File: src/rtl/block_beat_counter.sv
// Beat counter for one channel-coder code block, with a start handshake, a latched block size,
// a last-beat flag and a done pulse. Optional frame counter: define BLKCNT_FRAME_CNT_EN.
module block_beat_counter #(
   parameter int unsigned CNT_W      = 13,
   parameter int unsigned STEP       = 8,
   parameter int unsigned SMALL_SIZE = 1056,
   parameter int unsigned LARGE_SIZE = 6144
) (
   input  logic             clk,
   input  logic             reset,
   input  logic             start,
   input  logic             block_size,
   input  logic             count_enable,
   input  logic             abort,
   output logic [CNT_W-1:0] count,
   output logic             last_beat,
   output logic             target_reached,
   output logic             busy,
   output logic             done,
   output logic             size_latched
`ifdef BLKCNT_FRAME_CNT_EN
   ,
   output logic [15:0]      frame_count
`endif
);

   localparam int unsigned BIDX_W = $clog2(LARGE_SIZE / STEP);
   localparam logic [BIDX_W-1:0] LAST_SMALL = BIDX_W'(SMALL_SIZE / STEP - 1);
   localparam logic [BIDX_W-1:0] LAST_LARGE = BIDX_W'(LARGE_SIZE / STEP - 1);

   typedef enum logic [1:0] {
      StIdle  = 2'b00,
      StCount = 2'b01,
      StDone  = 2'b10
   } state_e;

   state_e            state_q, state_d;
   logic [BIDX_W-1:0] beat_q, beat_d;
   logic              size_q, size_d;
   logic              done_q, done_d;
   logic [BIDX_W-1:0] last_idx;
   logic              at_last;

   assign last_idx = size_q ? LAST_LARGE : LAST_SMALL;
   assign at_last  = (state_q == StCount) && (beat_q == last_idx);

   always_comb begin
      state_d = state_q;
      beat_d  = beat_q;
      size_d  = size_q;
      done_d  = 1'b0;
      if (abort) begin
         // Abort overrides start and the last beat; the size latch is left alone.
         state_d = StIdle;
         beat_d  = '0;
      end else begin
         unique case (state_q)
            StIdle, StDone: begin
               if (start) begin
                  state_d = StCount;
                  beat_d  = '0;
                  size_d  = block_size;
               end
            end
            StCount: begin
               if (count_enable) begin
                  if (at_last) begin
                     state_d = StDone;
                     done_d  = 1'b1;
                  end else begin
                     beat_d = beat_q + BIDX_W'(1);
                  end
               end
            end
            default: begin
               state_d = StIdle;
               beat_d  = '0;
            end
         endcase
      end
   end

   always_ff @(posedge clk or posedge reset) begin
      if (reset) begin
         state_q <= StIdle;
         beat_q  <= '0;
         size_q  <= 1'b0;
         done_q  <= 1'b0;
      end else begin
         state_q <= state_d;
         beat_q  <= beat_d;
         size_q  <= size_d;
         done_q  <= done_d;
      end
   end

`ifdef BLKCNT_FRAME_CNT_EN
   logic [15:0] frame_q;

   // Advances on the same edge that raises done, so both are visible together.
   always_ff @(posedge clk or posedge reset) begin
      if (reset) begin
         frame_q <= '0;
      end else if (done_d) begin
         frame_q <= frame_q + 16'd1;
      end
   end

   assign frame_count = frame_q;
`endif

   assign count          = CNT_W'(beat_q) * CNT_W'(STEP);
   assign last_beat      = at_last;
   assign target_reached = (state_q == StDone);
   assign busy           = (state_q == StCount);
   assign done           = done_q;
   assign size_latched   = size_q;

endmodule

File: config.mk
export PLATFORM = sky130hd
export DESIGN_NAME = block_beat_counter
export DESIGN_NICKNAME = d
export VERILOG_FILES = /design/src/rtl/block_beat_counter.sv
export SDC_FILE = /design/constraint.sdc
export NUM_CORES = 1
export LEC_CHECK = 0
export CORE_MARGIN = 2
export CORE_UTILIZATION = 46
export DETAILED_ROUTE_END_ITERATION = 12
export HOLD_SLACK_MARGIN = 0.05
export PLACE_DENSITY_LB_ADDON = 0.2
export SYNTH_ARGS = -nofsm -noshare
export SYNTH_HDL_FRONTEND = slang
export SYNTH_SLANG_ARGS = --single-unit
File: constraint.sdc
create_clock -name clk -period 2.02 [get_ports clk]
set_input_delay 0.202 -clock clk [delete_from_list [all_inputs] [get_ports clk]]
set_output_delay 0.202 -clock clk [all_outputs]
set_load 0.05 [all_outputs]
==> metrics.md <==
| Metric | Value |
|---|---|
| Rel. slew slack | a little over three fifths |
| Vias per Instance | 5.563 |
| Num rows | 15 |
| Ys async rst share | 100.0% |
| Fin Setup TNS | 0 ps |
| Antenna diodes | 0 |
| Area contributors post-synth | dfrtp_1 (42%), a21oi_1 (5.4%), or3_1 (5.3%), nand2_1 (3.6%), nor2_1 (3.6%) |
| Worst VDD drop | 0.4050 mV |
| Hold_buf cts | 0 |
| Die span in y | 46.40 um |
| Register bit total from synthesis | 14 |
| Wire per inst | ~14 um |
| Port Buf Inserts | 20 |
| Final Max Tran Viols | 0 |
| Fmax | around 0.51 GHz |
| Routed Antenna Nets | 0 |
| Commonest cells after routing, fill and taps aside | clkdlybuf4s50_1 (18), a21oi_1 (9), dfrtp_1 (9), nand2_1 (8) |
| Post-synthesis sequential area ratio | a little over two fifths |
| Dpl hpwl | around 1500 um |
| CP Capture Type | output pin |
| Worst Path Arrival | 1750 ps |
| CP max stage cell | dfrtp_1 |
| DR pass1 iterations | 4 |
| Commonest non-fill, non-tap cell in the layout | clkdlybuf4s50_1 |
| Worst slew pin tran | 556.8 ps |
| Post-Synthesis Cell Area | about 830 um^2 |
| CP Max Fanout | 5 |
| Gr usage total | roughly 23% |
| # IOs | 24 |
| Layout area overhead | 35.40% |
| CTS tree | yes |
| Yosys warnings | 0 |
| H-tree depth | 1 |
| Leading area contributor after synthesis | dfrtp_1 |
| Max-cap viol count | 0 |
| Power density over cell area | about 530 nW/um^2 |
| Crit Path Class | reg2out |
| Design area | 1120 um^2 |
| Initial Util | approximately half |
| CTS sink count | 14 |
| Post-synthesis cell type count | 33 |
| CTS root buffer | clkbuf_4 |
| Worst-path cell chain | ha_1 -> nand3b_1 -> a21o_1 -> nor2_2 -> buf_12 |
| Final nets | roughly 130 |
| Layout cells sized above 1 | 17.65% |
| CP Data Required Time | 1820 ps |
| Clock skew | ~3.0 ps |
| Initial DRC count | 18 |
| Period utilization | 96.47% |
| Global-route wire length before repair | roughly 3300 um |
| CTS max path bufs | 2 |
| Number of global-route vias before repair | about 730 |
| Gpl congestion | 0.8237 |
| Largest net degree at the start of global routing | 17 |
| Setup violations, final | 0 |
| Worst-path clk slew | approximately 90 ps |
| Worst skew pair latency | between 200 and 300 ps |
| Minimum clock period | ~2000 ps |
| EDFF count, synth | 0 |
| # Post-CTS Setup Buffers | 0 |
| Power Total | a little under 0.6 mW |
| Outcome | completed |
| Avg Inst Size Synth | around 9.1 um^2 |
| Critical path startpoint category | flip-flop |
| GRT overflow | 0 |
| DR DRC count | 0 |
| Cells after Synth | 91 |
| TritonCTS Buffers | 3 |
| Chip Width | ~46 um |
| Via count | around 800 |
| Core area | about 1700 um^2 |
| Die Area | 2153 um^2 |
| Final Hold Fails | 0 |
| Cell Area, Placed | between 1000 and 1500 um^2 |
| RSZ-0062 raised after global routing | no |
| Hold slack | around 250 ps |
| HP Class | in2async |
| Synth Flop Type | dfrtp_1 |
| Routed WL | about 2000 um |
| Initial antenna violation count | 0 |
| Synth top area share | approximately 42% |
| Max incr delay on CP | 410 ps |
| P_leak | around 0.46 nW |
| Post-CTS sizing | 0 |
[logic make-up after synthesis]
kind of cell             Yosys count  synth area share [%]
other                              1                0.4534
adder cells (fa/ha/maj)            1                 1.513
AO/OA/AOI/OAI                     23                 18.61
multiplexers                       1                 1.361
flip-flops                        14                 42.36
XOR/XNOR                           1                 1.059
AND/OR/NAND/NOR                   44                 29.65
buffers and inverters              6                 4.992
[report_power, final]
part | internal (mW) | total [mW] | switching [mW]
registers | 0.287 | 0.296 | 0.00935
clock network | 0.0768 | 0.173 | 0.0965
logic | 0.0413 | 0.119 | 0.0782
total | 0.405 | 0.589 | 0.184
[through the flow]
| stage | std cells | utilization, % | setup WS (ps) |
|---|---|---|---|
| floorplan | 93 | - | 4.146 |
| global placement | 140 | 64.03 | 62.58 |
| detailed placement | 140 | 64.03 | 8.206 |
| CTS | 144 | 65.57 | 95.95 |
| global route | 144 | 65.57 | 0.1157 |
| finish | 144 | 65.57 | 71.25 |
[Yosys cell counts (2+ instances only)]
master / number
nand3_1: 3
nand4_1: 4
a21oi_1: 9
inv_1: 2
a21o_1: 2
nor4_1: 2
or3_1: 7
nor2_1: 8
nor3_1: 2
buf_4: 3
nand2b_1: 2
o21ai_1: 4
dfrtp_1: 14
o21ai_0: 3
nand2_1: 8
[worst paths after layout]
path | start | endpoint | slack, ps | cells past startpoint
worst min register to register | beat_q[0]$_DFFE_PP0P_ | beat_q[0]$_DFFE_PP0P_ | 510 | 1
max in group asynchronous | reset | beat_q[4]$_DFFE_PP0P_ | 1370 | 2
worst min-delay path | reset | beat_q[1]$_DFFE_PP0P_ | 250 | 2
min in group clk | beat_q[0]$_DFFE_PP0P_ | beat_q[0]$_DFFE_PP0P_ | 510 | 1
worst max register to register | beat_q[3]$_DFFE_PP0P_ | beat_q[3]$_DFFE_PP0P_ | 200 | 6
worst max-delay path | beat_q[1]$_DFFE_PP0P_ | last_beat | 70 | 5
[state kept, by name (all words and copies together) (netlist names)]
name and cells:
size_latched 1, state_q 2, done 1, beat_q 10
[area by class of cell]
type / instances / area, um^2
clock buffer: 4 / 26.28
sequential: 14 / 356.6
fill: 160 / 588.1
multi-input combinational: 73 / 445.4
timing repair buffer: 26 / 252.7
tap: 25 / 31.28
inverter: 2 / 7.507
[critical path: cells and delay by family (launching register included)]
kind	cells	cell delay, ps
buffers and inverters	1	160
adders and majority gates	1	280
AOI/OAI and AO/OA	1	240
and+or+nand+nor	2	360
DFF	1	410
[routing by layer]
metal / wire length, um / GRT usage [%] / vias up
met3: 55 / 5.098 / 5
met4: 25 / 10.29 / 0
met1: 933 / 29.23 / 394
met5: 0 / 0 / -
li1: - / - / 389
met2: 1037 / 35.28 / 13
No activity file was read; power rests on OpenSTA's default activity.
